$ cat src/rtl/downwell_pkg.sv
// Shared widths, drawer state encoding and palette for the framebuffer object drawers.
package downwell_pkg;

    localparam int unsigned X_W   = 8;
    localparam int unsigned Y_W   = 7;
    localparam int unsigned C_W   = 3;
    localparam int unsigned CNT_W = 4;

    typedef enum logic [1:0] {
        IDLE  = 2'd0,
        ERASE = 2'd1,
        DRAW  = 2'd2
    } rect_state_t;

    localparam logic [C_W-1:0] COLOR_BLACK   = 3'b000;
    localparam logic [C_W-1:0] COLOR_BLUE    = 3'b001;
    localparam logic [C_W-1:0] COLOR_GREEN   = 3'b010;
    localparam logic [C_W-1:0] COLOR_CYAN    = 3'b011;
    localparam logic [C_W-1:0] COLOR_RED     = 3'b100;
    localparam logic [C_W-1:0] COLOR_MAGENTA = 3'b101;
    localparam logic [C_W-1:0] COLOR_YELLOW  = 3'b110;
    localparam logic [C_W-1:0] COLOR_WHITE   = 3'b111;

endpackage

$ cat src/rtl/rect_scan_counter.sv
// Row-major W x H scan position counter shared by the erase and draw passes.
module rect_scan_counter
    import downwell_pkg::*;
#(
    parameter int unsigned W = 4,
    parameter int unsigned H = 4
) (
    input  logic             clk,
    input  logic             resetn,
    input  logic             clear,
    input  logic             advance,
    output logic [CNT_W-1:0] cx,
    output logic [CNT_W-1:0] cy,
    output logic             last
);

    localparam logic [CNT_W-1:0] CX_MAX = CNT_W'(W - 1);
    localparam logic [CNT_W-1:0] CY_MAX = CNT_W'(H - 1);

    logic [CNT_W-1:0] cx_q, cx_d;
    logic [CNT_W-1:0] cy_q, cy_d;

    always_ff @(posedge clk or negedge resetn) begin
        if (!resetn) begin
            cx_q <= '0;
            cy_q <= '0;
        end else begin
            cx_q <= cx_d;
            cy_q <= cy_d;
        end
    end

    always_comb begin
        cx_d = cx_q;
        cy_d = cy_q;
        if (clear) begin
            cx_d = '0;
            cy_d = '0;
        end else if (advance) begin
            if (cx_q == CX_MAX) begin
                cx_d = '0;
                cy_d = (cy_q == CY_MAX) ? '0 : cy_q + CNT_W'(1);
            end else begin
                cx_d = cx_q + CNT_W'(1);
            end
        end
    end

    assign cx   = cx_q;
    assign cy   = cy_q;
    assign last = (cx_q == CX_MAX) && (cy_q == CY_MAX);

endmodule

$ cat src/rtl/rect_sprite_drawer.sv
// Per-object rectangle pixel emitter: scans a W x H block from a latched origin, one pixel per accept.
// Optional erase-previous-position pass is compiled in with RECT_ERASE_PREV_EN.
module rect_sprite_drawer
    import downwell_pkg::*;
#(
    parameter int unsigned     W           = 4,
    parameter int unsigned     H           = 4,
    parameter logic [C_W-1:0]  ERASE_COLOR = 3'b000
) (
    input  logic           clk,
    input  logic           resetn,
    input  logic           go,
    input  logic [X_W-1:0] x_in,
    input  logic [Y_W-1:0] y_in,
    input  logic [C_W-1:0] color_in,
    input  logic           hold,
    output logic [X_W-1:0] x_out,
    output logic [Y_W-1:0] y_out,
    output logic [C_W-1:0] color_out,
    output logic           plot,
    output logic           busy,
    output logic           done
);

    rect_state_t state_q, state_d;

    logic [X_W-1:0] base_x_q, base_x_d;
    logic [Y_W-1:0] base_y_q, base_y_d;
    logic [C_W-1:0] color_q, color_d;

    logic [X_W-1:0] x_out_q, x_out_d;
    logic [Y_W-1:0] y_out_q, y_out_d;
    logic [C_W-1:0] color_out_q, color_out_d;
    logic           plot_q, plot_d;
    logic           busy_q, busy_d;
    logic           done_q, done_d;

    logic             cnt_clear, cnt_advance, cnt_last, col_end, accept;
    logic [CNT_W-1:0] cx, cy;
    logic [X_W-1:0]   org_x;
    logic [Y_W-1:0]   org_y;

    rect_scan_counter #(.W(W), .H(H)) u_scan (
        .clk     (clk),
        .resetn  (resetn),
        .clear   (cnt_clear),
        .advance (cnt_advance),
        .cx      (cx),
        .cy      (cy),
        .last    (cnt_last)
    );

`ifdef RECT_ERASE_PREV_EN
    logic [X_W-1:0] prev_x_q, prev_x_d;
    logic [Y_W-1:0] prev_y_q, prev_y_d;
    logic           prev_valid_q, prev_valid_d;

    always_ff @(posedge clk or negedge resetn) begin
        if (!resetn) begin
            prev_x_q     <= '0;
            prev_y_q     <= '0;
            prev_valid_q <= 1'b0;
        end else begin
            prev_x_q     <= prev_x_d;
            prev_y_q     <= prev_y_d;
            prev_valid_q <= prev_valid_d;
        end
    end

    // Erase pass scans around the previous origin, draw pass around the new one.
    assign org_x = (state_q == ERASE) ? prev_x_q : base_x_q;
    assign org_y = (state_q == ERASE) ? prev_y_q : base_y_q;
`else
    assign org_x = base_x_q;
    assign org_y = base_y_q;
`endif

    assign col_end = (cx == CNT_W'(W - 1));
    assign accept  = plot_q && !hold;

    always_ff @(posedge clk or negedge resetn) begin
        if (!resetn) begin
            state_q     <= IDLE;
            base_x_q    <= '0;
            base_y_q    <= '0;
            color_q     <= '0;
            x_out_q     <= '0;
            y_out_q     <= '0;
            color_out_q <= '0;
            plot_q      <= 1'b0;
            busy_q      <= 1'b0;
            done_q      <= 1'b0;
        end else begin
            state_q     <= state_d;
            base_x_q    <= base_x_d;
            base_y_q    <= base_y_d;
            color_q     <= color_d;
            x_out_q     <= x_out_d;
            y_out_q     <= y_out_d;
            color_out_q <= color_out_d;
            plot_q      <= plot_d;
            busy_q      <= busy_d;
            done_q      <= done_d;
        end
    end

    always_comb begin
        state_d     = state_q;
        base_x_d    = base_x_q;
        base_y_d    = base_y_q;
        color_d     = color_q;
        x_out_d     = x_out_q;
        y_out_d     = y_out_q;
        color_out_d = color_out_q;
        done_d      = 1'b0;
        cnt_clear   = 1'b0;
        cnt_advance = 1'b0;
`ifdef RECT_ERASE_PREV_EN
        prev_x_d     = prev_x_q;
        prev_y_d     = prev_y_q;
        prev_valid_d = prev_valid_q;
`endif

        unique case (state_q)
            IDLE: begin
                if (go) begin
                    base_x_d    = x_in;
                    base_y_d    = y_in;
                    color_d     = color_in;
                    cnt_clear   = 1'b1;
                    state_d     = DRAW;
                    x_out_d     = x_in;
                    y_out_d     = y_in;
                    color_out_d = color_in;
`ifdef RECT_ERASE_PREV_EN
                    if (prev_valid_q) begin
                        state_d = ERASE;
                        x_out_d = prev_x_q;
                        y_out_d = prev_y_q;
                    end
`endif
                end
            end
            ERASE, DRAW: begin
                if (accept) begin
                    if (cnt_last) begin
                        cnt_clear = 1'b1;
                        if (state_q == ERASE) begin
                            state_d     = DRAW;
                            x_out_d     = base_x_q;
                            y_out_d     = base_y_q;
                            color_out_d = color_q;
                        end else begin
                            state_d = IDLE;
                            done_d  = 1'b1;
`ifdef RECT_ERASE_PREV_EN
                            prev_x_d     = base_x_q;
                            prev_y_d     = base_y_q;
                            prev_valid_d = 1'b1;
`endif
                        end
                    end else begin
                        cnt_advance = 1'b1;
                        // Next pixel position from the next counter value; both axes wrap.
                        if (col_end) begin
                            x_out_d = org_x;
                            y_out_d = org_y + Y_W'(cy) + Y_W'(1);
                        end else begin
                            x_out_d = org_x + X_W'(cx) + X_W'(1);
                        end
                    end
                end
            end
            default: state_d = IDLE;
        endcase

        if (state_d == ERASE) begin
            color_out_d = ERASE_COLOR;
        end
        busy_d = (state_d != IDLE);
        plot_d = busy_d;
    end

    assign x_out     = x_out_q;
    assign y_out     = y_out_q;
    assign color_out = color_out_q;
    assign plot      = plot_q;
    assign busy      = busy_q;
    assign done      = done_q;

endmodule
$ cat config.mk
export PLATFORM = sky130hd
export DESIGN_NAME = rect_sprite_drawer
export DESIGN_NICKNAME = d
export VERILOG_FILES = /design/src/rtl/downwell_pkg.sv /design/src/rtl/rect_scan_counter.sv /design/src/rtl/rect_sprite_drawer.sv
export SDC_FILE = /design/constraint.sdc
export NUM_CORES = 1
export LEC_CHECK = 0
export CELL_PAD_IN_SITES_DETAIL_PLACEMENT = 1
export CELL_PAD_IN_SITES_GLOBAL_PLACEMENT = 2
export CORE_MARGIN = 10
export CORE_UTILIZATION = 45
export CTS_BUF_LIST = sky130_fd_sc_hd__clkbuf_2 sky130_fd_sc_hd__clkbuf_4 sky130_fd_sc_hd__clkbuf_8
export DETAILED_ROUTE_END_ITERATION = 12
export DONT_BUFFER_PORTS = 1
export GPL_TIMING_DRIVEN = 0
export MAX_ROUTING_LAYER = met4
export PLACE_DENSITY_LB_ADDON = 0.05
export SETUP_SLACK_MARGIN = 0.1
export SLEW_MARGIN = 20
export SYNTH_ARGS = -nofsm -noshare
export SYNTH_HDL_FRONTEND = slang
export SYNTH_SLANG_ARGS = --single-unit
$ cat constraint.sdc
create_clock -name clk -period 4.6 [get_ports clk]
set_input_delay 0 -clock clk [delete_from_list [all_inputs] [get_ports clk]]
set_output_delay 0 -clock clk [all_outputs]
set_load 0.02 [all_outputs]
# --- After elaboration in Yosys (flattened, before gate mapping) ---
# Index checks and enable logic that the tools add are counted.
word_totals:
  regBits: 48
  out_inout_bits: 21
  word_cells: 86
op_classes:
  add_sub_neg: 6
  eq_ne: 13
  mux: 41
  n_reduce_logical: 15
op_table:
  columns: ["op", "n"]
  rows:
  - ["two-way mux 8 bit", 5]
  - ["two-way mux 7 bit", 5]
  - ["two-way mux 4 bit", 7]
  - ["inequality test 3 bit (second input constant)", 6]
  - ["one-hot mux 8 bit (2 select lines)", 1]
  - ["two-way mux 3 bit", 5]
  - ["one-hot mux 7 bit (2 select lines)", 1]
  - ["two-way mux 1 bit", 10]
  - ["AND reduction 5 bit", 2]
  - ["adder 4 x 1 -> 4 bit (second input constant)", 2]
  - ["adder 8 x 1 -> 8 bit (second input constant)", 1]
  - ["adder 8 x 4 -> 8 bit", 1]
  - ["== test 4 x 2 -> 1 bit (second input constant)", 2]
  - ["two-way mux 2 bit", 4]
  - ["nonzero test 2 bit", 4]
  - ["adder 7 x 1 -> 7 bit (second input constant)", 1]
  - ["adder 7 x 4 -> 7 bit", 1]
  - ["one-hot mux 3 bit (2 select lines)", 1]
  - ["== test 2 x 1 -> 1 bit (second input constant)", 2]
  - ["inequality test 2 bit (second input constant)", 2]
  - ["one-hot mux 2 bit (2 select lines)", 1]
  - ["AND reduction 2 bit", 2]
  - ["AND reduction 4 bit", 1]
  - ["nonzero test 3 bit", 1]
  - ["6 further kinds", 7]

# --- Longest topological paths before layout ---
depth:
  word_depth: 8
  depth_mapped: 9
  mapped_depth_nobuf: 9

# --- Hierarchy ---
# Synthesis repeated with hierarchy kept, for this count alone.
hier_totals:
  hier_cells: 279
  area_unflattened_um2: 2892.8
modules_own_cells:
  columns: ["mod", "instances", "cells_each", "area_each_um2"]
  rows:
  - ["rect_sprite_drawer", 1, 236, 2446.1]
  - ["rect_scan_counter", 1, 43, 446.7]

# --- Least setup slack after synthesis ---
# Ideal clock, no wire load.
synth_timing:
  path_type: "register to register"
  start: "reg state_q[0]"
  end: "reg y_out_q[4] (netlist: y_out[4])"
  t_arrival_ps: 1837
  t_required_ps: 4475
  slack_ps: 2639
  stages_incl_launch_ff: 8
  path_buffers: 1
  period_less_slack_ps: 1961
  cell_sequence: "dfrtp_1 -> inv_1 -> ha_1 -> and3b_1 -> a21oi_1 -> a211oi_2 -> buf_6 -> mux2_2"
synth_via:
  elab_chain_len: 4
  word_cells_on_any_way: 11
  classes_between: "6 x eq/ne; 1 x mux; 4 x reduce/logical"
synth_lines:
  columns: ["item", "line", "text"]
  rows:
  - ["start, declared", "rect_sprite_drawer.sv:25", "rect_state_t state_q, state_d;"]
  - ["start signal, assigned", "rect_sprite_drawer.sv:94", "state_q <= state_d;"]
  - ["== test 2 x 1 -> 1 bit or == test 2 bit (tied branches)", "rect_sprite_drawer.sv:124, rect_sprite_drawer.sv:148", null]
  - ["OR reduction 2 bit", "rect_sprite_drawer.sv:124", "unique case (state_q)"]
  - ["inequality test 3 bit (no line) (tied with other cells)", null, null]
  - ["AND reduction 5 bit (no line)", null, null]
  - ["end signal, assigned", "rect_sprite_drawer.sv:99", "y_out_q <= y_out_d;"]
  - ["end, declared", "rect_sprite_drawer.sv:32", "logic [Y_W-1:0] y_out_q, y_out_d;"]
# Parallel ways exist; a longest one is shown, timed or not.
# A chain may end at the register's enable or synchronous reset.

# --- Worst setup path in the final report ---
# Ends and elaborated chain as after synthesis.

==> run_results.csv <==
group,metric,value,unit
outcome,status,"finished, final reports clean",
floorplanning,coreArea,6030,µm²
placement,gp_congestion,0.805,
placement,portBuffers,0,
setup_path,timing.rr.end,"y_out[4]",
grt,overflow,0,
sta,setup_viol,0,
power_and_ir_drop,p_clk_frac,0.133,
clock_network,path_clk_slew,90,ps
synth,syn_nets,313,
grt,antenna_found_initial,0,
power_and_ir_drop,switching_share,0.430,
power_and_ir_drop,p_sw,0.000891,W
layout,syn2layout_area_growth,14.4,%
sta,period_needed,2370,ps
synth,synth_ff_type,"dfrtp_1",
sta,finalCritPeriodShare,0.516,
floorplanning,fp.dieH,99.6,µm
synth,synth_area,2850,µm²
synth,synth-seq-cells,48,
sta,relSlewSlack,0.590,
clock_network,clock_latency,300,ps
floorplanning,rows,28,
grt,grt_max_degree,49,
setup_path,cp.arrival,2560,ps
sta,finalHoldViolCount,0,
hold_path,whs_path_depth,3,
synth,async_reset_ff_frac,1.00,
route,drc,0,
sta,rsz0062_at_grt,"false",
grt,grt_pass1_vias,2291,
hold_path,hold_path.class,"input pin to flip-flop",
sta,clock_skew,5.14,ps
synth,ys_seq_area_frac,0.421,
setup_path,reg2reg_slack,2230,ps
clock_network,post_cts_buffers,0,
hold_path,hold_end,"y_out[1]",
setup_path,r2r-start,"state_q[0]",
setup_path,crit_path_start_kind,"flip-flop",
setup_path,worst_ep_required_time,4790,ps
sta,fmax,421,MHz
route,vias_per_cell,5.64,
floorplanning,chipWidth,99.6,µm
setup_path,cp_max_fo,10,
grt,grt_pass1_wl,12.0,mm
hold_path,hold_path_startpoint,"y_in[1]",
floorplanning,dieArea,9920,µm²
placement,dp_hpwl,5.10,mm
route,dr.first_iter.drc_count,75,
route,antenna_left,0,
power_and_ir_drop,powerDensity,636,nW/µm²
setup_path,crit_type,"flip-flop to flip-flop",
power_and_ir_drop,internal_power,0.00118,W
route,wl_per_cell,19.1,µm
route,dr_total_vias,2127,
sta,whs,7.19,ps
power_and_ir_drop,ir_worst_vdd,0.298,mV
floorplanning,initial_utilization,0.473,
power_and_ir_drop,pwr-share-comb,0.451,
route,wl,7.22,mm
clock_network,htree_levels,2,
sta,setup_tns,0,ps
clock_network,cts_buffers,5,
setup_path,reg2reg_depth,6,
setup_path,critPathCaptureType,"flip-flop",
clock_network,cts_tree,"yes",
power_and_ir_drop,p_seq_frac,0.416,
synth,synth.avg_cell_area,10.4,µm²
layout,final_nets,340,
sta,worstMarginPinSlew,615,ps
power_and_ir_drop,leakage,1.43,nW
clock_network,clock_sinks,48,
sta,slew_violations,0,
synth,ys_types,53,
clock_network,cts-root-buf,"clkbuf_8",
layout,final_util,0.541,
floorplanning,io_pins,43,
layout,drive_above_1_share,0.166,
grt,grt_util_all_layers,0.154,
layout,fillCellCount,687,
route,drtPass1Iterations,4,
synth,synth_edf_count,0,
flow_run,drv_cap,0,
synth,yosys_warnings,0,
clock_network,cts.path.max_buffers,2,
layout,n_antenna_cell,0,
synth,synthCells,274,
## worst max-delay path, cell delays in order (launching register included)
cell and delay, ps:
dfrtp_1 450, inv_1 110, ha_1 410, buf_2 320, buf_1 520, a31oi_1 150
mux2_2 290
## state kept, by name, summed over array words and instances (netlist names)
| signal | cells |
|---|---|
| base_x_q | 8 |
| x_out | 8 |
| base_y_q | 7 |
| y_out | 7 |
| u_scan.cx | 4 |
| u_scan.cy | 4 |
| color_out | 3 |
| color_q | 3 |
| state_q | 2 |
| busy | 1 |
| done | 1 |
## routing by layer
metal	routed length, µm	GRT usage	up-vias	share of wire
li1	-	-	1035	-
met1	3180	0.178	1054	0.44
met2	3690	0.260	29	0.51
met3	269	0.0360	9	0.037
met4	78	0.0430	0	0.011
met5	0	-	-	0
## cells by family after synthesis
logic type | count (synthesis) | share of synthesized area
XOR/XNOR | 12 | 0.0369
multiplexers | 29 | 0.111
AND/OR/NAND/NOR | 73 | 0.140
AO/OA/AOI/OAI | 72 | 0.170
buffers and inverters | 23 | 0.0399
adder cells (fa/ha/maj) | 17 | 0.0799
flip-flops | 48 | 0.421
## cells in the mapped netlist, drive strengths merged, types with 2 or more instances
master	instances	area (µm²)
and3	5	31.3
ha	15	188
dfrtp	48	1200
a31oi	2	12.5
o211ai	3	22.5
o31ai	2	15.0
nor2b	4	25.0
buf	9	61.3
nor3b	2	37.5
o31a	4	35.0
nor3	4	31.3
nor2	19	71.3
inv	14	52.6
nand2	21	81.3
fa	2	40.0
o311a	2	20.0
a21oi	22	125
nand3	3	15.0
o21ai	24	131
mux2	21	236
or3	2	12.5
a211oi	3	27.5
xnor2	5	43.8
nand2b	5	31.3
mux2i	8	80.1
a21o	2	15.0
xor2	7	61.3
nand4b	2	17.5
## layout make-up
type,instances,area (µm²),area share
Clock buffer,8,97.6,0.0299
Tap cell,75,93.8,0.0288
Sequential cell,48,1200,0.369
Inverter,14,52.6,0.0161
Timing Repair Buffer,20,218,0.0668
Multi-Input combinational cell,203,1540,0.471
Buffer,9,61.3,0.0188
## through the flow
stage | cells | worst slack, ps | total power, W | instance area [µm²]
detailed placement | 349 | 2190 | 0.00180 | 2940
floorplan | 274 | 2640 | 0.00157 | 2850
global route | 377 | 2000 | 0.00226 | 3260
CTS | 377 | 2160 | 0.00210 | 3260
global placement | 349 | 2230 | 0.00176 | 2940
finish | 377 | 2230 | 0.00207 | 3260
## how the worst max path moves through the flow
stage,from,end,depth (start not counted)
2_1_floorplan,state_q[0],y_out[4],7
3_3_place_gp,state_q[0],y_out[4],6
3_5_place_dp,state_q[0],y_out[4],6
4_1_cts,state_q[0],y_out[4],6
5_1_grt,state_q[0],y_out[4],6
6_report,state_q[0],y_out[4],6
## layout by cell type (no fill, tap or decap), types with 8 or more instances in the layout
cell,count
a21oi_1,20
dfrtp_1,48
dlygate4sd3_1,19
ha_1,15
inv_1,14
mux2_2,20
mux2i_1,8
nand2_1,20
nor2_1,19
o21ai_0,20
## power by group through the flow
stage	Clock, W	Combinational, W	Sequential (W)
finish	0.000275	0.000936	0.000863
global placement	0	0.000892	0.000872
floorplan	0	0.000738	0.000827
detailed placement	0	0.000917	0.000879
global route	0.000297	0.00106	0.000899
CTS	0.000283	0.000949	0.000870
## timing repair
action,CTS,global route
endpoints found under the hold margin,79,0
resized for setup,0,0
hold buffers,20,0
(Power assumes the default switching activity.)
